$ cat src/rtl/qwac_pkg.sv
// Shared constants, lane/accumulator types and overflow-aware adders for the vector reducer.
// Latency: n/a (types and pure functions only).
// Backpressure: n/a. Saturating adder variant is selected by VEC_REDUCE_ACC_SATURATE_EN in vec_reduce_acc.
package qwac_pkg;

    localparam int BITS     = 8;
    localparam int VEC_LEN  = 4;
    localparam int ACC_BITS = 2 * BITS;

    // Adders work on a 64-bit signed carrier so one function serves any
    // accumulator width up to 62 bits; the exact sum never overflows the carrier.
    localparam int WIDE = 64;

    typedef logic signed [BITS-1:0]     lane_t;
    typedef logic signed [ACC_BITS-1:0] acc_t;

    typedef struct packed {
        logic signed [WIDE-1:0] sum;
        logic                   ovf;
    } add_res_t;

    function automatic logic signed [WIDE-1:0] acc_max(input int w);
        return (64'sd1 <<< (w - 1)) - 64'sd1;
    endfunction

    function automatic logic signed [WIDE-1:0] acc_min(input int w);
        return -acc_max(w) - 64'sd1;
    endfunction

    // Two's-complement add at width w: sum wraps, ovf flags a signed overflow.
    function automatic add_res_t add_ovf(input logic signed [WIDE-1:0] a,
                                         input logic signed [WIDE-1:0] b,
                                         input int                     w);
        add_res_t               r;
        logic signed [WIDE-1:0] s;
        s     = a + b;
        r.ovf = (s > acc_max(w)) || (s < acc_min(w));
        // Keep the low w bits and sign-extend them back over the carrier.
        r.sum = (s <<< (WIDE - w)) >>> (WIDE - w);
        return r;
    endfunction

    // Same as add_ovf but the sum clamps to the representable range.
    function automatic add_res_t add_ovf_sat(input logic signed [WIDE-1:0] a,
                                             input logic signed [WIDE-1:0] b,
                                             input int                     w);
        add_res_t               r;
        logic signed [WIDE-1:0] s;
        r = add_ovf(a, b, w);
        s = a + b;
        if (s > acc_max(w)) begin
            r.sum = acc_max(w);
        end else if (s < acc_min(w)) begin
            r.sum = acc_min(w);
        end
        return r;
    endfunction

endpackage

$ cat src/rtl/vec_reduce_acc_tree_level.sv
// One registered adder-tree level: N input words -> N/2 pairwise sums, valid/last ride alongside.
// Latency: 1 cycle.
// Backpressure: hold_i freezes data, valid and last in place.
// Ports: clock/reset, hold_i, in_vld_i/in_last_i/in_dat_i (N words), out_vld_o/out_last_o/out_dat_o (N/2 words).
module reduce_tree_level
    import qwac_pkg::*;
#(
    parameter int N = 4,
    parameter int W = 16
) (
    input  logic               clock,
    input  logic               reset,
    input  logic               hold_i,
    input  logic               in_vld_i,
    input  logic               in_last_i,
    input  logic [N*W-1:0]     in_dat_i,
    output logic               out_vld_o,
    output logic               out_last_o,
    output logic [(N/2)*W-1:0] out_dat_o
);

    logic [(N/2)*W-1:0] sum_d;
    logic [(N/2)*W-1:0] dat_q;
    logic               vld_q;
    logic               last_q;

    // Inputs are already sign-extended to W, so plain W-bit adds are exact.
    always_comb begin
        sum_d = '0;
        for (int j = 0; j < N / 2; j++) begin
            sum_d[j*W +: W] = in_dat_i[(2*j)*W +: W] + in_dat_i[(2*j+1)*W +: W];
        end
    end

    always_ff @(posedge clock or negedge reset) begin
        if (!reset) begin
            vld_q  <= 1'b0;
            last_q <= 1'b0;
            dat_q  <= '0;
        end else if (!hold_i) begin
            vld_q  <= in_vld_i;
            last_q <= in_last_i;
            dat_q  <= sum_d;
        end
    end

    assign out_vld_o  = vld_q;
    assign out_last_o = last_q;
    assign out_dat_o  = dat_q;

endmodule

$ cat src/rtl/vec_reduce_acc.sv
// Sums VEC_LEN signed lanes per beat through a registered tree, accumulates tree sums over an in_last-delimited group.
// Latency: L+1 register stages (L = log2(VEC_LEN) tree levels + accumulate) from beat presented to out_valid; 1 beat/cycle.
// Backpressure: out_valid && !out_ready stalls the whole pipeline and drops in_ready.
// Option: define VEC_REDUCE_ACC_SATURATE_EN to clamp the accumulate add instead of wrapping.
// Ports: clock, reset (async active-low), in_valid/in_ready/in_vec/in_last, out_valid/out_ready/out_sum/out_count/out_ovf.
module vec_reduce_acc
    import qwac_pkg::*;
#(
    parameter int IN_BITS  = qwac_pkg::BITS,
    parameter int VEC_LEN  = qwac_pkg::VEC_LEN,
    parameter int ACC_BITS = 2 * IN_BITS,
    parameter int CNT_BITS = 16
) (
    input  logic                       clock,
    input  logic                       reset,
    input  logic                       in_valid,
    output logic                       in_ready,
    input  logic [VEC_LEN*IN_BITS-1:0] in_vec,
    input  logic                       in_last,
    output logic                       out_valid,
    input  logic                       out_ready,
    output logic [ACC_BITS-1:0]        out_sum,
    output logic [CNT_BITS-1:0]        out_count,
    output logic                       out_ovf
);

    localparam int L     = $clog2(VEC_LEN);
    // Every tree node (leaves plus all level outputs) lives in one flat vector:
    // level k reads from offset 2V-2(V>>k) and writes at offset 2V-(V>>k).
    localparam int NODES = 2 * VEC_LEN - 1;

    logic                     stall;
    logic [NODES*ACC_BITS-1:0] node_dat;
    logic [L:0]               lvl_vld;
    logic [L:0]               lvl_last;

    logic signed [ACC_BITS-1:0] tree_sum;
    logic                       tree_vld;
    logic                       tree_last;

    logic signed [ACC_BITS-1:0] acc_q;
    logic [CNT_BITS-1:0]        cnt_q;
    logic                       ovf_q;
    logic                       out_valid_q;
    logic [ACC_BITS-1:0]        out_sum_q;
    logic [CNT_BITS-1:0]        out_count_q;
    logic                       out_ovf_q;

    add_res_t                   add_r;
    logic signed [ACC_BITS-1:0] sum_d;
    logic [CNT_BITS-1:0]        cnt_inc;

    assign stall    = out_valid_q && !out_ready;
    assign in_ready = !stall;

    // Leaves: sign-extend every lane to the accumulator width.
    for (genvar i = 0; i < VEC_LEN; i++) begin : g_leaf
        assign node_dat[i*ACC_BITS +: ACC_BITS] =
            {{(ACC_BITS-IN_BITS){in_vec[i*IN_BITS+IN_BITS-1]}}, in_vec[i*IN_BITS +: IN_BITS]};
    end

    assign lvl_vld[0]  = in_valid && !stall;
    assign lvl_last[0] = in_last;

    for (genvar k = 0; k < L; k++) begin : g_lvl
        localparam int N       = VEC_LEN >> k;
        localparam int IN_OFF  = 2 * VEC_LEN - 2 * N;
        localparam int OUT_OFF = 2 * VEC_LEN - N;

        reduce_tree_level #(
            .N (N),
            .W (ACC_BITS)
        ) u_level (
            .clock      (clock),
            .reset      (reset),
            .hold_i     (stall),
            .in_vld_i   (lvl_vld[k]),
            .in_last_i  (lvl_last[k]),
            .in_dat_i   (node_dat[IN_OFF*ACC_BITS +: N*ACC_BITS]),
            .out_vld_o  (lvl_vld[k+1]),
            .out_last_o (lvl_last[k+1]),
            .out_dat_o  (node_dat[OUT_OFF*ACC_BITS +: (N/2)*ACC_BITS])
        );
    end

    assign tree_sum  = node_dat[(NODES-1)*ACC_BITS +: ACC_BITS];
    assign tree_vld  = lvl_vld[L];
    assign tree_last = lvl_last[L];

    always_comb begin
`ifdef VEC_REDUCE_ACC_SATURATE_EN
        add_r = add_ovf_sat({{(WIDE-ACC_BITS){acc_q[ACC_BITS-1]}}, acc_q},
                            {{(WIDE-ACC_BITS){tree_sum[ACC_BITS-1]}}, tree_sum},
                            ACC_BITS);
`else
        add_r = add_ovf({{(WIDE-ACC_BITS){acc_q[ACC_BITS-1]}}, acc_q},
                        {{(WIDE-ACC_BITS){tree_sum[ACC_BITS-1]}}, tree_sum},
                        ACC_BITS);
`endif
        sum_d   = add_r.sum[ACC_BITS-1:0];
        // Beat counter sticks at all-ones rather than wrapping.
        cnt_inc = (&cnt_q) ? cnt_q : cnt_q + CNT_BITS'(1);
    end

    always_ff @(posedge clock or negedge reset) begin
        if (!reset) begin
            acc_q       <= '0;
            cnt_q       <= '0;
            ovf_q       <= 1'b0;
            out_valid_q <= 1'b0;
            out_sum_q   <= '0;
            out_count_q <= '0;
            out_ovf_q   <= 1'b0;
        end else if (!stall) begin
            if (tree_vld && tree_last) begin
                // Closing beat: publish the group and restart the accumulator.
                // Overwrites any result being handed off this same cycle.
                out_valid_q <= 1'b1;
                out_sum_q   <= sum_d;
                out_count_q <= cnt_inc;
                out_ovf_q   <= ovf_q | add_r.ovf;
                acc_q       <= '0;
                cnt_q       <= '0;
                ovf_q       <= 1'b0;
            end else begin
                // Not stalled means any held result was taken this cycle.
                out_valid_q <= 1'b0;
                if (tree_vld) begin
                    acc_q <= sum_d;
                    cnt_q <= cnt_inc;
                    ovf_q <= ovf_q | add_r.ovf;
                end
            end
        end
    end

    assign out_valid = out_valid_q;
    assign out_sum   = out_sum_q;
    assign out_count = out_count_q;
    assign out_ovf   = out_ovf_q;

endmodule
$ cat config.mk
export PLATFORM = sky130hd
export DESIGN_NAME = vec_reduce_acc
export DESIGN_NICKNAME = d
export VERILOG_FILES = /design/src/rtl/qwac_pkg.sv /design/src/rtl/vec_reduce_acc_tree_level.sv /design/src/rtl/vec_reduce_acc.sv
export SDC_FILE = /design/constraint.sdc
export NUM_CORES = 1
export LEC_CHECK = 0
export BUFFER_PORTS_ARGS = -buffer_cell sky130_fd_sc_hd__buf_2
export CAP_MARGIN = 20
export CORE_ASPECT_RATIO = 0.6
export CORE_UTILIZATION = 59
export CTS_CLUSTER_DIAMETER = 30
export CTS_CLUSTER_SIZE = 16
export DETAILED_ROUTE_END_ITERATION = 10
export PLACE_DENSITY = 0.91
export SLEW_MARGIN = 20
export SYNTH_ARGS = -nofsm -noshare
export SYNTH_HDL_FRONTEND = slang
export SYNTH_SLANG_ARGS = --single-unit
$ cat constraint.sdc
create_clock -name clock -period 3.1 [get_ports clock]
set_input_delay 0.465 -clock clock [delete_from_list [all_inputs] [get_ports clock]]
set_output_delay 0.465 -clock clock [all_outputs]
set_load 0.005 [all_outputs]
* After elaboration in Yosys (flattened, before gate mapping)
Cells that the tools add are included.
** Word-level totals
- Register bits :: 119
- Bits of input ports :: 37
- Output and inout port bits :: 35
- Word-level logic and storage cells :: 40
** Cells by class
- $add $sub $neg :: 5
- Order comparisons :: 2
- Muxes and demuxes :: 8
- Bitwise operators :: 2
- Reductions and logical operators :: 10
** Operators with widths (number)
- 16-bit two-way mux :: 5
- 8-bit by 8-bit adder with 9-bit output :: 2
- 16-bit by 16-bit adder with 17-bit output :: 1
- 17-bit by 16-bit greater-than comparator with 1-bit output, second input constant :: 1
- 17-bit by 16-bit less-than comparator with 1-bit output, second input constant :: 1
- 16-bit by 1-bit adder with 16-bit output, second input constant :: 1
- 16-bit adder :: 1
- 16-bit AND reduction :: 1
- 2-bit AND reduction :: 2
- 1-bit logical AND :: 3
- 1-bit two-way mux :: 3
- 1-bit logical NOT :: 2
- 2-bit nonzero test :: 1
- 1-bit logical OR :: 1
- 1-bit inverter :: 1
- 1-bit bitwise OR :: 1

* Logic depth before layout (Yosys ltp)
Gate-level depths: netlist of run 1.
- Depth after elaboration :: 6
- Mapped depth :: 10
- Gate-level depth less buffers :: 10

* Modules after synthesis
Synthesis of run 1 repeated with hierarchy kept, for this count alone.
** Unflattened totals
- Cell total of the unflattened synthesis :: 834
- Area total of the unflattened synthesis :: 7623.6 um^2
** By module, submodules not included
- vec_reduce_acc :: times used 1, cells each 388, area an instance 3595.9 um^2, seq. area each 1676.6 um^2
- reduce_tree_level at g_lvl[0].u_level :: times used 1, cells each 286, area an instance 2597.5 um^2, seq. area each 850.8 um^2
- reduce_tree_level at g_lvl[1].u_level :: times used 1, cells each 160, area an instance 1430.1 um^2, seq. area each 450.4 um^2

* Worst setup path after synthesis of run 1
Ideal clock, no wire load.
- Path kind :: reg-to-reg
- Start :: register acc_q[0]
- End :: register out_ovf_q (netlist: out_ovf)
- Library setup time :: 0.138 ns
- Data arrival time :: 2.116 ns
- Required time :: 2.962 ns
- Setup slack :: 0.846 ns
- Stages on the path, launching flop included :: 11
- Buffers on the path :: 0
- Clock period less this slack :: 2.254 ns
- Path through :: dfrtp_1 > ha_1 > inv_1 > fa_1 > nor2b_1 > o31ai_2 > a21oi_1 > or3b_1 > a221o_1 > xor2_1 > a31oi_1
** On the way
- Cells in the longest elaborated chain, start to end :: 4
- Elaborated cells on any way between the ends :: 5
- Those cells by class :: add/sub (1); order compare (2); bitwise (1); reduce/logical (1)
** RTL lines
- start: declaration :: line vec_reduce_acc.sv:41 : logic signed [ACC_BITS-1:0] acc_q;
- start signal: assignment :: line vec_reduce_acc.sv:129 : acc_q <= sum_d;
- 16-bit by 16-bit adder with 17-bit output * :: line qwac_pkg.sv:36 : s = a + b;
- 17-bit by 16-bit greater-than comparator with 1-bit output / 17-bit by 16-bit less-than comparator with 1-bit output (equally long branches) :: line qwac_pkg.sv:37 : r.ovf = (s > acc_max(w)) || (s < acc_min(w));
- 1-bit logical OR * :: line qwac_pkg.sv:37
- 1-bit bitwise OR * :: line vec_reduce_acc.sv:121 : out_ovf_q <= ovf_q | add_r.ovf;
- end signal: assignment :: line vec_reduce_acc.sv:121
- end: declaration :: line vec_reduce_acc.sv:47 : logic out_ovf_q;
Every way passes the cells marked *; elsewhere a longest branch is shown, timed or not.
A chain may end at the register's enable or synchronous reset.

* Worst setup path after layout of run 1
Ends and elaborated chain as after synthesis.

==> impl_metrics.xml, run 1 <==
<?xml version="1.0" encoding="UTF-8"?>
<metrics>
  <group name="status">
    <metric name="status" unit="">complete, no violations</metric>
  </group>
  <group name="global_route">
    <metric name="antenna_violations_before_repair" unit="">0</metric>
    <metric name="grt_overflow" unit="">0</metric>
    <metric name="grt_start_max_net_pins" unit="">66</metric>
    <metric name="via_count_of_the_first_global_routing_pass" unit="">5154</metric>
    <metric name="grt.total_usage" unit="%">30.31</metric>
    <metric name="global_route_wire_length_before_repair" unit="um">24810</metric>
  </group>
  <group name="yosys">
    <metric name="ys_seq_elements" unit="">105</metric>
    <metric name="postSynthNetCount" unit="">715</metric>
    <metric name="post_synth.cell_area_avg" unit="sq um">9.372</metric>
    <metric name="synth_top_flop_cell" unit="">sky130_fd_sc_hd__dfrtp_1</metric>
    <metric name="synth_area" unit="sq um">5923</metric>
    <metric name="synth_enable_flop_cells" unit="">0</metric>
    <metric name="synth_async_sr_flop_share" unit="%">100.0</metric>
    <metric name="ys.warnings.count" unit="">0</metric>
    <metric name="synth.lib_cells_used.distinct" unit="">52</metric>
    <metric name="postSynthCellCount" unit="">632</metric>
    <metric name="synth.yosys.seq_area_share" unit="%">44.36</metric>
  </group>
  <group name="flow_run">
    <metric name="max_cap_violations" unit="">0</metric>
  </group>
  <group name="timing">
    <metric name="period_needed" unit="ps">2663</metric>
    <metric name="smallest_hold_slack" unit="ps">94.13</metric>
    <metric name="finalHoldViolations" unit="">0</metric>
    <metric name="post-route-period-util" unit="%">85.91</metric>
    <metric name="tightestPinTransition" unit="ps">671.6</metric>
    <metric name="timing.clock.skew" unit="ps">8.818</metric>
    <metric name="fmax" unit="MHz">375.5</metric>
    <metric name="timing_max_transition_violations_final" unit="">0</metric>
    <metric name="slew-limit-headroom" unit="%">55.23</metric>
    <metric name="unrepaired_setup_endpoints_after_global_routing" unit="">false</metric>
    <metric name="fin_tns_setup" unit="ps">0</metric>
    <metric name="setup_viol" unit="">0</metric>
  </group>
  <group name="cts">
    <metric name="clk_path_buf_depth" unit="">2</metric>
    <metric name="cts_sinks" unit="">105</metric>
    <metric name="tritoncts_clock_tree" unit="">yes</metric>
    <metric name="worstSkewPairLatency" unit="ps">360</metric>
    <metric name="cts_resized" unit="">0</metric>
    <metric name="clock_tree.htree_level_count" unit="">3</metric>
    <metric name="cts.clk_slew.worst_paths" unit="ps">70</metric>
    <metric name="cts-buffers-inserted" unit="">9</metric>
    <metric name="cts_hold_buffers" unit="">0</metric>
    <metric name="post_cts.repair.setup_buffers" unit="">0</metric>
    <metric name="clock-root-buffer" unit="">sky130_fd_sc_hd__clkbuf_16</metric>
  </group>
  <group name="setup_path">
    <metric name="setup.worst_path.class" unit="">reg2reg</metric>
    <metric name="timing.critical_path.fanout_max" unit="">3</metric>
    <metric name="critical_path.startpoint_type" unit="">register</metric>
    <metric name="crit_arrival" unit="ps">2870</metric>
    <metric name="timing.critical_path.to_type" unit="">register</metric>
    <metric name="worst_ep_required_time" unit="ps">3310</metric>
  </group>
  <group name="floorplanning">
    <metric name="die_area" unit="sq um">10460</metric>
    <metric name="die-width" unit="um">131.4</metric>
    <metric name="core.rowCount" unit="">27</metric>
    <metric name="floorplan.initialDensity" unit="%">62.62</metric>
    <metric name="floorplan.die.height" unit="um">79.61</metric>
    <metric name="design.portCount" unit="">72</metric>
    <metric name="core_area" unit="sq um">9459</metric>
  </group>
  <group name="layout">
    <metric name="final_cell_mix" unit="">sky130_fd_sc_hd__dfrtp_1, sky130_fd_sc_hd__nand2_1, sky130_fd_sc_hd__buf_2</metric>
    <metric name="combined_area_of_the_multi_input_logic_cells" unit="sq um">3097</metric>
    <metric name="layout_commonest_cell" unit="">sky130_fd_sc_hd__dfrtp_1</metric>
    <metric name="area_delta_synth_final" unit="%">13.62</metric>
    <metric name="stdcell_area" unit="sq um">6730</metric>
    <metric name="fill_cells" unit="">663</metric>
    <metric name="seqCellArea" unit="sq um">2628</metric>
    <metric name="layout.nets" unit="">777</metric>
    <metric name="post_route_cells_drive_above_1_share" unit="%">15.74</metric>
    <metric name="antenna_cells" unit="">0</metric>
  </group>
  <group name="routing">
    <metric name="detail_route.vias_per_cell" unit="">6.130</metric>
    <metric name="detail_route.drc_violations" unit="">0</metric>
    <metric name="first_pass_iters" unit="">6</metric>
    <metric name="route.antenna.remaining_nets" unit="">0</metric>
    <metric name="drt_iter0_drc" unit="">659</metric>
    <metric name="num_vias" unit="">5082</metric>
    <metric name="routed_wl" unit="um">14950</metric>
    <metric name="detail_route.wl_per_cell" unit="um">18.04</metric>
  </group>
  <group name="power">
    <metric name="design_power" unit="mW">6.759</metric>
    <metric name="irDropWorstVdd" unit="uV">616.8</metric>
    <metric name="power.leakage" unit="nW">3.296</metric>
    <metric name="power.density_cell_area" unit="nW/um^2">1004</metric>
  </group>
  <group name="placement">
    <metric name="place.port_buffers" unit="">71</metric>
    <metric name="routabilityCongestion" unit="">0.8618</metric>
    <metric name="placedInstanceArea" unit="sq um">6400</metric>
    <metric name="post-dp-hpwl" unit="um">10000</metric>
  </group>
  <group name="worst_hold_path">
    <metric name="worstHoldPathType" unit="">in2async</metric>
  </group>
</metrics>
-- where the power goes --
part | total [mW] | switching (mW) | internal, mW
clock network | 1.26 | 0.506 | 0.749
registers | 2.28 | 0.395 | 1.88
logic | 3.23 | 1.93 | 1.30
total | 6.76 | 2.83 | 3.93
-- routing by layer --
| layer | wire (um) | track usage [%] |
|---|---|---|
| met2 | 7211 | 52.02 |
| met4 | 487 | 13.95 |
| met1 | 5994 | 36.95 |
| met5 | 0 | 0 |
| met3 | 1259 | 6.984 |
-- final cells by class --
type | instances | share of cell area, %
Sequential cell | 105 | 39.04
Clock inverter | 5 | 1.153
Tap cell | 130 | 2.417
Clock buffer | 11 | 3.755
Inverter | 26 | 1.450
Multi-Input combinational cell | 475 | 46.01
Timing Repair Buffer | 77 | 6.172
-- flip-flops by register name (all words and copies together), names as in the netlist --
signal	cells
cnt_q	16
out_count	16
out_sum	16
g_lvl.u_level.out_dat_o	34
g_lvl.u_level.out_vld_o	2
ovf_q	1
acc_q	16
g_lvl.u_level.out_last_o	2
out_ovf	1
out_valid	1
-- critical path, cell delays in order, from the launching register on --
cell and delay, ps:
sky130_fd_sc_hd__dfrtp_1 380, sky130_fd_sc_hd__ha_1 240, sky130_fd_sc_hd__inv_1 80, sky130_fd_sc_hd__fa_1 210, sky130_fd_sc_hd__nor2b_1 80, sky130_fd_sc_hd__o31ai_2 250
sky130_fd_sc_hd__a21oi_1 170, sky130_fd_sc_hd__or3b_1 410, sky130_fd_sc_hd__a221o_1 360, sky130_fd_sc_hd__xor2_1 230, sky130_fd_sc_hd__a31oi_1 120
-- per-stage QoR --
stage | setup WS, ps | cells | utilization (%)
finish | 436.7 | 829 | 71.15
global route | 371.6 | 829 | 71.15
CTS | 471.1 | 829 | 71.15
detailed placement | 511.1 | 813 | 67.66
global placement | 658.2 | 813 | 67.66
floorplan | 846.3 | 632 | -
-- cells by family (layout without fill, tap and decap cells) --
kind of cell    count (synthesis)  count (layout)  synth area share (%)
buf+inv                        52             119                 3.359
fa+ha+maj                      46              46                 10.22
xor+xnor                       40              40                 5.915
flops                         105             105                 44.36
mux                             9               9                 1.584
simple gates                  197             197                 15.17
compound gates                183             183                 19.39
-- path summary, 6_finish.rpt --
kind                                                  start  slack [ps]  cells after the start                          end
worst max-delay path                               acc_q[0]         440                     10                      out_ovf
worst min-delay path                                  reset          90                      1                  out_sum[12]
worst max register to register                     acc_q[0]         440                     10                      out_ovf
worst min register to register  g_lvl[0].u_level.out_last_o         470                      2  g_lvl[0].u_level.out_last_o
max in group asynchronous                             reset        2270                      2                   out_sum[3]
min in group clock                                  in_last         320                      3  g_lvl[0].u_level.out_last_o
-- cell usage after synthesis (11+ instances only) --
| cell type | number | area share [%] |
|---|---|---|
| sky130_fd_sc_hd__inv_1 | 26 | 1.6 |
| sky130_fd_sc_hd__xor2_1 | 14 | 2.1 |
| sky130_fd_sc_hd__xnor2_1 | 26 | 3.8 |
| sky130_fd_sc_hd__a21oi_1 | 59 | 5.0 |
| sky130_fd_sc_hd__nor2_1 | 50 | 3.2 |
| sky130_fd_sc_hd__nand2_1 | 99 | 6.3 |
| sky130_fd_sc_hd__o31ai_1 | 14 | 1.8 |
| sky130_fd_sc_hd__clkbuf_1 | 21 | 1.3 |
| sky130_fd_sc_hd__ha_1 | 42 | 8.9 |
| sky130_fd_sc_hd__dfrtp_1 | 105 | 44 |
| sky130_fd_sc_hd__a21o_1 | 16 | 2.0 |
| sky130_fd_sc_hd__o21a_1 | 11 | 1.4 |
| sky130_fd_sc_hd__o21ai_0 | 44 | 3.7 |
(Power assumes the default switching activity.)
==> run 2, diff against run 1 <==
--- a/config.mk
+++ b/config.mk
@@ -12,7 +12,7 @@
 export CTS_CLUSTER_DIAMETER = 30
 export CTS_CLUSTER_SIZE = 16
 export DETAILED_ROUTE_END_ITERATION = 10
-export PLACE_DENSITY = 0.91
+export PLACE_DENSITY = 0.79
 export SLEW_MARGIN = 20
 export SYNTH_ARGS = -nofsm -noshare
 export SYNTH_HDL_FRONTEND = slang
==> run 2 against run 1 <==
Critical path depth did not move. Clock-buffer cell count stayed put. Final area is 0.37% lower. Highest routed layer unchanged. Global-route usage down 4.0 points. Core utilization is 0.26 points lower. Combinational power shrank 4%. Fmax rose by 3.3%. Final cell count increased by 0.12%. Clock skew is 3.9 ps higher. Sequential share of layout area rose by 0.15 points. Worst hold slack gained 67 ps. Non-clock buffer count up 1.
==> impl_metrics.xml, run 2 (synthesis results as in run 1) <==
<?xml version="1.0" encoding="UTF-8"?>
<metrics>
  <group name="status">
    <metric name="status" unit="">complete, no violations</metric>
  </group>
  <group name="layout">
    <metric name="stdcell_area" unit="sq um">6705</metric>
    <metric name="area_delta_synth_final" unit="%">13.20</metric>
    <metric name="layout.nets" unit="">778</metric>
    <metric name="fill_cells" unit="">731</metric>
    <metric name="flip_flop_count_of_the_largest_register_all_copies_and_words_added" unit="">34</metric>
    <metric name="layout_commonest_cell" unit="">sky130_fd_sc_hd__dfrtp_1</metric>
    <metric name="post_route_cells_drive_above_1_share" unit="%">15.71</metric>
    <metric name="finish.utilization" unit="%">70.89</metric>
    <metric name="seqCellArea" unit="sq um">2628</metric>
    <metric name="combined_area_of_the_multi_input_logic_cells" unit="sq um">3097</metric>
    <metric name="final_cell_mix" unit="">sky130_fd_sc_hd__dfrtp_1, sky130_fd_sc_hd__nand2_1, sky130_fd_sc_hd__buf_2</metric>
    <metric name="antenna_cells" unit="">0</metric>
  </group>
  <group name="setup_path">
    <metric name="setup.worst_path.class" unit="">reg2reg</metric>
    <metric name="critPathSlowestCell" unit="">sky130_fd_sc_hd__or3b_1</metric>
    <metric name="timing.critical_path.to_type" unit="">register</metric>
    <metric name="slowest_delay" unit="ps">400</metric>
    <metric name="timing.critical_path.fanout_max" unit="">3</metric>
    <metric name="cp_num_buf_inv" unit="">1</metric>
    <metric name="critical_path.startpoint_type" unit="">register</metric>
    <metric name="ordered_list_of_cells_on_the_worst_path" unit="">ha_1 &gt; inv_1 &gt; fa_1 &gt; nor2b_1 &gt; o31ai_2 &gt; a21oi_1 &gt; or3b_1 &gt; a221o_1 &gt; xor2_1 &gt; a31oi_1</metric>
    <metric name="crit_arrival" unit="ps">2780</metric>
    <metric name="worst_path_dominant_cell_family" unit="">compound AO/OA/AOI/OAI gates</metric>
    <metric name="worst_ep_required_time" unit="ps">3300</metric>
  </group>
  <group name="routing">
    <metric name="num_vias" unit="">4786</metric>
    <metric name="detail_route.drc_violations" unit="">0</metric>
    <metric name="routed_wl" unit="um">12840</metric>
    <metric name="detail_route.vias_per_cell" unit="">5.766</metric>
    <metric name="first_pass_iters" unit="">5</metric>
    <metric name="detail_route.wl_per_cell" unit="um">15.46</metric>
    <metric name="drt_iter0_drc" unit="">345</metric>
    <metric name="route.antenna.remaining_nets" unit="">0</metric>
  </group>
  <group name="placement">
    <metric name="place_worst_setup_slack" unit="ps">560.6</metric>
    <metric name="placedInstanceArea" unit="sq um">6407</metric>
    <metric name="place.port_buffers" unit="">71</metric>
    <metric name="post-dp-hpwl" unit="um">9412</metric>
    <metric name="routabilityCongestion" unit="">0.8689</metric>
  </group>
  <group name="global_route">
    <metric name="grt_start_max_net_pins" unit="">57</metric>
    <metric name="grt_overflow" unit="">0</metric>
    <metric name="antenna_violations_before_repair" unit="">0</metric>
    <metric name="grt.total_usage" unit="%">26.29</metric>
    <metric name="global_route_wire_length_before_repair" unit="um">21810</metric>
    <metric name="via_count_of_the_first_global_routing_pass" unit="">4559</metric>
  </group>
  <group name="cts">
    <metric name="worstSkewPairLatency" unit="ps">350</metric>
    <metric name="cts_sinks" unit="">105</metric>
    <metric name="cts_hold_buffers" unit="">0</metric>
    <metric name="cts_resized" unit="">0</metric>
    <metric name="clk_path_buf_depth" unit="">2</metric>
    <metric name="cts-buffers-inserted" unit="">9</metric>
    <metric name="cts.clk_slew.worst_paths" unit="ps">80</metric>
    <metric name="post_cts.repair.setup_buffers" unit="">0</metric>
    <metric name="tritoncts_clock_tree" unit="">yes</metric>
    <metric name="clock-root-buffer" unit="">sky130_fd_sc_hd__clkbuf_16</metric>
    <metric name="clock_tree.htree_level_count" unit="">3</metric>
  </group>
  <group name="power">
    <metric name="power.density_cell_area" unit="nW/um^2">967.1</metric>
    <metric name="irDropWorstVdd" unit="uV">563.5</metric>
    <metric name="power.leakage" unit="nW">3.282</metric>
  </group>
  <group name="floorplanning">
    <metric name="die-width" unit="um">131.4</metric>
    <metric name="core.rowCount" unit="">27</metric>
    <metric name="die_area" unit="sq um">10460</metric>
    <metric name="design.portCount" unit="">72</metric>
    <metric name="floorplan.die.height" unit="um">79.61</metric>
    <metric name="core_area" unit="sq um">9459</metric>
    <metric name="floorplan.initialDensity" unit="%">62.62</metric>
  </group>
  <group name="timing">
    <metric name="period_needed" unit="ps">2578</metric>
    <metric name="unrepaired_setup_endpoints_after_global_routing" unit="">false</metric>
    <metric name="timing_max_transition_violations_final" unit="">0</metric>
    <metric name="post-route-period-util" unit="%">83.17</metric>
    <metric name="slew-limit-headroom" unit="%">51.39</metric>
    <metric name="smallest_hold_slack" unit="ps">161.0</metric>
    <metric name="fmax" unit="MHz">387.9</metric>
    <metric name="finalHoldViolations" unit="">0</metric>
    <metric name="timing.clock.skew" unit="ps">12.73</metric>
    <metric name="fin_tns_setup" unit="ps">0</metric>
    <metric name="tightestPinTransition" unit="ps">727.5</metric>
    <metric name="setup_viol" unit="">0</metric>
    <metric name="setup_ws" unit="ps">521.9</metric>
  </group>
  <group name="worst_hold_path">
    <metric name="worstHoldPathType" unit="">in2async</metric>
  </group>
  <group name="flow_run">
    <metric name="max_cap_violations" unit="">0</metric>
  </group>
</metrics>
-- run 2: changes by cell type in the layout (fill, tap and decap cells not counted) --
cell | previous run | this run
sky130_fd_sc_hd__bufinv_16 | 2 | 1
sky130_fd_sc_hd__buf_4 | 6 | 7
sky130_fd_sc_hd__clkinvlp_4 | 1 | 2
sky130_fd_sc_hd__clkbuf_8 | 2 | 1
sky130_fd_sc_hd__clkbuf_1 | 0 | 1
-- run 2: report_power, final --
group | total [mW] | switching (mW) | leakage [nW] | internal (mW)
clock network | 1.15 | 0.505 | 0.142 | 0.646
logic | 3.09 | 1.78 | 1.82 | 1.31
registers | 2.24 | 0.358 | 1.32 | 1.88
-- run 2: cell type report --
cell class,instances,area share [%]
Sequential cell,105,39.19
Clock inverter,5,0.8210
Multi-Input combinational cell,475,46.18
Clock buffer,11,3.620
Timing Repair Buffer,78,6.307
Inverter,26,1.455
Tap cell,130,2.426
-- run 2: per-stage QoR --
stage / instances / power [mW]
3_5_place_dp: 814 / 5.319
5_1_grt: 830 / 7.025
6_report: 830 / 6.485
4_1_cts: 830 / 6.496
3_3_place_gp: 814 / 5.151
2_1_floorplan: 632 / 4.469
-- run 2: worst reg2reg max path, delay by kind of cell, from the launching register on --
kind                     cells  cell delay (ps)
AND/OR/NAND/NOR              2              480
buffers and inverters        1               80
AO/OA/AOI/OAI                4              880
XOR/XNOR                     1              180
flip-flops                   1              390
adder cells (fa/ha/maj)      2              450
-- run 2: path summary, 6_finish.rpt --
| kind | from | to | slack (ps) | cells past startpoint |
|---|---|---|---|---|
| setup / recovery | acc_q[0] | out_ovf | 520 | 10 |
| hold / removal | reset | ovf_q | 160 | 1 |
| hold reg to reg | out_count[14] | out_count[14] | 480 | 2 |
| min in group clock | in_last | g_lvl[0].u_level.out_last_o | 330 | 3 |
| max in group asynchronous | reset | g_lvl[0].u_level.out_dat_o[22] | 2110 | 2 |
| setup reg to reg | acc_q[0] | out_ovf | 520 | 10 |
-- run 2: metal layers --
metal	track usage [%]	up-vias	part of all wire [%]
li1	-	2326	-
met1	36.97	2333	49
met2	42.34	117	45
met3	5.270	10	4.8
met4	6.047	0	0.78
met5	0	-	0
==> run 3, diff against run 2 <==
--- a/config.mk
+++ b/config.mk
@@ -5,6 +5,7 @@
 export SDC_FILE = /design/constraint.sdc
 export NUM_CORES = 1
 export LEC_CHECK = 0
+export ABC_AREA = 1
 export BUFFER_PORTS_ARGS = -buffer_cell sky130_fd_sc_hd__buf_2
 export CAP_MARGIN = 20
 export CORE_ASPECT_RATIO = 0.6
@@ -12,7 +13,7 @@
 export CTS_CLUSTER_DIAMETER = 30
 export CTS_CLUSTER_SIZE = 16
 export DETAILED_ROUTE_END_ITERATION = 10
-export PLACE_DENSITY = 0.79
+export PLACE_DENSITY = 0.78
 export SLEW_MARGIN = 20
 export SYNTH_ARGS = -nofsm -noshare
 export SYNTH_HDL_FRONTEND = slang
==> constraint.sdc (replaced) <==
create_clock -name clock -period 2.55 [get_ports clock]
set_input_delay 0.3825 -clock clock [delete_from_list [all_inputs] [get_ports clock]]
set_output_delay 0.3825 -clock clock [all_outputs]
set_load 0.005 [all_outputs]
==> run 3 against run 2 <==
The flow now finishes with violations (DRC). Sequential power up 21%. Non-clock buffer count up 2. Via count up 16%. Critical path type is now reg2out. Critical endpoint is now in_ready. Largest power group unchanged.
==> impl_metrics.xml, run 3 <==
<?xml version="1.0" encoding="UTF-8"?>
<metrics>
  <group name="status">
    <metric name="status" unit="">finished with violations</metric>
    <metric name="failed_checks" unit="">DRC</metric>
  </group>
  <group name="floorplanning">
    <metric name="core_area" unit="sq um">10050</metric>
    <metric name="design.portCount" unit="">72</metric>
    <metric name="floorplan.die.height" unit="um">81.63</metric>
    <metric name="die-width" unit="um">134.7</metric>
    <metric name="floorplan.initialDensity" unit="%">62.01</metric>
    <metric name="die_area" unit="sq um">11000</metric>
    <metric name="core.rowCount" unit="">28</metric>
  </group>
  <group name="yosys">
    <metric name="synth.yosys.seq_area_share" unit="%">42.14</metric>
    <metric name="postSynthCellCount" unit="">808</metric>
    <metric name="synth_simple_gate_area_share" unit="%">27.61</metric>
    <metric name="synth_area" unit="sq um">6235</metric>
    <metric name="ys_seq_elements" unit="">105</metric>
    <metric name="synth_most_common_cell" unit="">sky130_fd_sc_hd__nand2_1</metric>
    <metric name="synth.lib_cells_used.distinct" unit="">35</metric>
    <metric name="synth_top_family_by_area" unit="">simple AND/OR/NAND/NOR gates</metric>
    <metric name="synth_area_leaders" unit="">sky130_fd_sc_hd__dfrtp_1, sky130_fd_sc_hd__nand2_1, sky130_fd_sc_hd__ha_1</metric>
    <metric name="synth_largest_type_area_fraction" unit="%">42.14</metric>
    <metric name="yosys.area_share.xor_xnor" unit="%">3.512</metric>
    <metric name="synth-compound-area-share" unit="%">10.68</metric>
    <metric name="post_synth_mux_area_share" unit="%">0</metric>
    <metric name="postSynthNetCount" unit="">891</metric>
    <metric name="synth_top_flop_cell" unit="">sky130_fd_sc_hd__dfrtp_1</metric>
    <metric name="post_synth.cell_area_avg" unit="sq um">7.716</metric>
    <metric name="post-synth-top-area-cell" unit="">sky130_fd_sc_hd__dfrtp_1</metric>
    <metric name="synth_enable_flop_cells" unit="">0</metric>
    <metric name="synth_commonest_cells" unit="">sky130_fd_sc_hd__nand2_1, sky130_fd_sc_hd__dfrtp_1, sky130_fd_sc_hd__inv_1</metric>
    <metric name="ys.warnings.count" unit="">0</metric>
    <metric name="synth_adder_area_share" unit="%">9.713</metric>
    <metric name="synth_async_sr_flop_share" unit="%">100.0</metric>
  </group>
  <group name="setup_path">
    <metric name="timing.critical_path.to_type" unit="">primary output</metric>
    <metric name="setup.worst_path.class" unit="">reg2out</metric>
    <metric name="setup.worst_path.start" unit="">out_valid</metric>
    <metric name="crit_arrival" unit="ps">1790</metric>
    <metric name="critical_path.startpoint_type" unit="">register</metric>
    <metric name="ordered_list_of_cells_on_the_worst_path" unit="">inv_1 &gt; nor2_2 &gt; buf_4 &gt; inv_1 &gt; buf_4 &gt; buf_2</metric>
    <metric name="total_stage_count_of_the_critical_path" unit="">6</metric>
    <metric name="worstReg2RegEnd" unit="">out_sum[0]</metric>
    <metric name="slowest_delay" unit="ps">400</metric>
    <metric name="timing.critical_path.fanout_max" unit="">43</metric>
    <metric name="worst_path_dominant_cell_family" unit="">buffers and inverters</metric>
    <metric name="worst_ep_required_time" unit="ps">2170</metric>
    <metric name="critPathSlowestCell" unit="">sky130_fd_sc_hd__buf_4</metric>
    <metric name="r2r_cells" unit="">8</metric>
    <metric name="cp-endpoint" unit="">in_ready</metric>
    <metric name="r2r_start" unit="">out_valid</metric>
    <metric name="cp_num_buf_inv" unit="">5</metric>
    <metric name="reg2reg_setup_slack" unit="ps">390</metric>
  </group>
  <group name="placement">
    <metric name="place.port_buffers" unit="">71</metric>
    <metric name="place.detailed.instances" unit="">1003</metric>
    <metric name="routabilityCongestion" unit="">0.9489</metric>
    <metric name="placedInstanceArea" unit="sq um">6741</metric>
    <metric name="place_worst_setup_slack" unit="ps">355.1</metric>
    <metric name="post-dp-hpwl" unit="um">11300</metric>
  </group>
  <group name="power">
    <metric name="power.density_cell_area" unit="nW/um^2">1148</metric>
    <metric name="design_power" unit="mW">8.089</metric>
    <metric name="irDropWorstVdd" unit="uV">640.0</metric>
    <metric name="power.leakage" unit="nW">3.738</metric>
  </group>
  <group name="timing">
    <metric name="timing_max_transition_violations_final" unit="">0</metric>
    <metric name="unrepaired_setup_endpoints_after_global_routing" unit="">false</metric>
    <metric name="tightestPinTransition" unit="ps">1037</metric>
    <metric name="setup_ws" unit="ps">374.6</metric>
    <metric name="setup_viol" unit="">0</metric>
    <metric name="finalHoldViolations" unit="">0</metric>
    <metric name="timing.clock.skew" unit="ps">7.423</metric>
    <metric name="period_needed" unit="ps">2175</metric>
    <metric name="fin_tns_setup" unit="ps">0</metric>
    <metric name="slew-limit-headroom" unit="%">30.58</metric>
    <metric name="fmax" unit="MHz">459.7</metric>
    <metric name="post-route-period-util" unit="%">85.31</metric>
  </group>
  <group name="cts">
    <metric name="cts_sinks" unit="">105</metric>
    <metric name="tritoncts_clock_tree" unit="">yes</metric>
    <metric name="clk_path_buf_depth" unit="">2</metric>
    <metric name="clock-root-buffer" unit="">sky130_fd_sc_hd__clkbuf_16</metric>
    <metric name="cts.clk_slew.worst_paths" unit="ps">70</metric>
    <metric name="clock_tree.htree_level_count" unit="">3</metric>
    <metric name="worstSkewPairLatency" unit="ps">350</metric>
    <metric name="cts_hold_buffers" unit="">0</metric>
    <metric name="cts-buffers-inserted" unit="">9</metric>
    <metric name="cts_resized" unit="">0</metric>
    <metric name="post_cts.repair.setup_buffers" unit="">0</metric>
  </group>
  <group name="global_route">
    <metric name="grt_overflow" unit="">0</metric>
    <metric name="antenna_violations_before_repair" unit="">0</metric>
    <metric name="grt.total_usage" unit="%">29.11</metric>
    <metric name="global_route_wire_length_before_repair" unit="um">24470</metric>
    <metric name="grt_start_max_net_pins" unit="">46</metric>
    <metric name="via_count_of_the_first_global_routing_pass" unit="">4873</metric>
  </group>
  <group name="layout">
    <metric name="antenna_cells" unit="">0</metric>
    <metric name="flip_flop_count_of_the_largest_register_all_copies_and_words_added" unit="">34</metric>
    <metric name="layout_commonest_cell" unit="">sky130_fd_sc_hd__nand2_1</metric>
    <metric name="layout.nets" unit="">962</metric>
    <metric name="seqCellArea" unit="sq um">2628</metric>
    <metric name="combined_area_of_the_multi_input_logic_cells" unit="sq um">3212</metric>
    <metric name="stdcell_area" unit="sq um">7046</metric>
    <metric name="layoutNonFillerInstCount" unit="">1019</metric>
    <metric name="fill_cells" unit="">826</metric>
    <metric name="final_cell_mix" unit="">sky130_fd_sc_hd__nand2_1, sky130_fd_sc_hd__dfrtp_1, sky130_fd_sc_hd__inv_1</metric>
    <metric name="area_delta_synth_final" unit="%">13.00</metric>
    <metric name="post_route_cells_drive_above_1_share" unit="%">12.90</metric>
  </group>
  <group name="routing">
    <metric name="drt_iter0_drc" unit="">608</metric>
    <metric name="first_pass_iters" unit="">9</metric>
    <metric name="detail_route.wl_per_cell" unit="um">14.78</metric>
    <metric name="num_vias" unit="">5556</metric>
    <metric name="routed_wl" unit="um">15060</metric>
    <metric name="detail_route.vias_per_cell" unit="">5.452</metric>
    <metric name="route.antenna.remaining_nets" unit="">0</metric>
    <metric name="detail_route.drc_violations" unit="">1</metric>
  </group>
  <group name="flow_run">
    <metric name="max_cap_violations" unit="">0</metric>
  </group>
  <group name="worst_hold_path">
    <metric name="worstHoldPathType" unit="">in2async</metric>
  </group>
</metrics>
==> run 3: metrics by stage <==
stage	hold slack, ps	util (%)
6_report	21.49	70.07
5_1_grt	68.62	70.07
4_1_cts	42.64	70.07
3_5_place_dp	408.1	67.05
3_3_place_gp	403.6	67.05
2_1_floorplan	86.91	-
==> run 3: power breakdown <==
| group | total [mW] | switching (mW) | internal (mW) |
|---|---|---|---|
| registers | 2.70 | 0.402 | 2.30 |
| clock network | 1.42 | 0.626 | 0.792 |
| logic | 3.97 | 2.49 | 1.48 |
| total | 8.09 | 3.51 | 4.58 |
==> run 3: kinds of logic (layout without fill, tap and decap cells) <==
| group | Yosys count | in the layout |
|---|---|---|
| and+or+nand+nor | 407 | 407 |
| AOI/OAI and AO/OA | 123 | 123 |
| DFF | 105 | 105 |
| buffers and inverters | 102 | 178 |
| adders and majority gates | 46 | 46 |
| xor gates and xnor gates | 25 | 25 |
==> run 3: area by class of cell <==
class,instances,share of cell area [%]
Multi-Input combinational cell,601,45.59
Sequential cell,105,37.29
Timing Repair Buffer,80,6.038
Inverter,82,4.369
Clock buffer,10,3.392
Tap cell,135,2.397
Clock inverter,6,0.9235
==> run 3: worst min-delay path by stage <==
stage,start,to,depth (start not counted)
finish,reset,out_count[14],1
global route,reset,out_count[14],1
CTS,reset,out_count[14],1
detailed placement,reset,out_count[14],1
global placement,reset,out_count[14],1
floorplan,reset,acc_q[0],0
==> run 3: metal layers <==
| layer | GRT usage [%] | wire length (um) | vias up | share of wire [%] |
|---|---|---|---|---|
| met2 | 40.41 | 6151 | 201 | 41 |
| met4 | 5.618 | 82 | 0 | 0.54 |
| met3 | 7.593 | 1244 | 7 | 8.3 |
| li1 | - | - | 2753 | - |
| met1 | 45.17 | 7580 | 2595 | 50 |
| met5 | 0 | 0 | - | 0 |
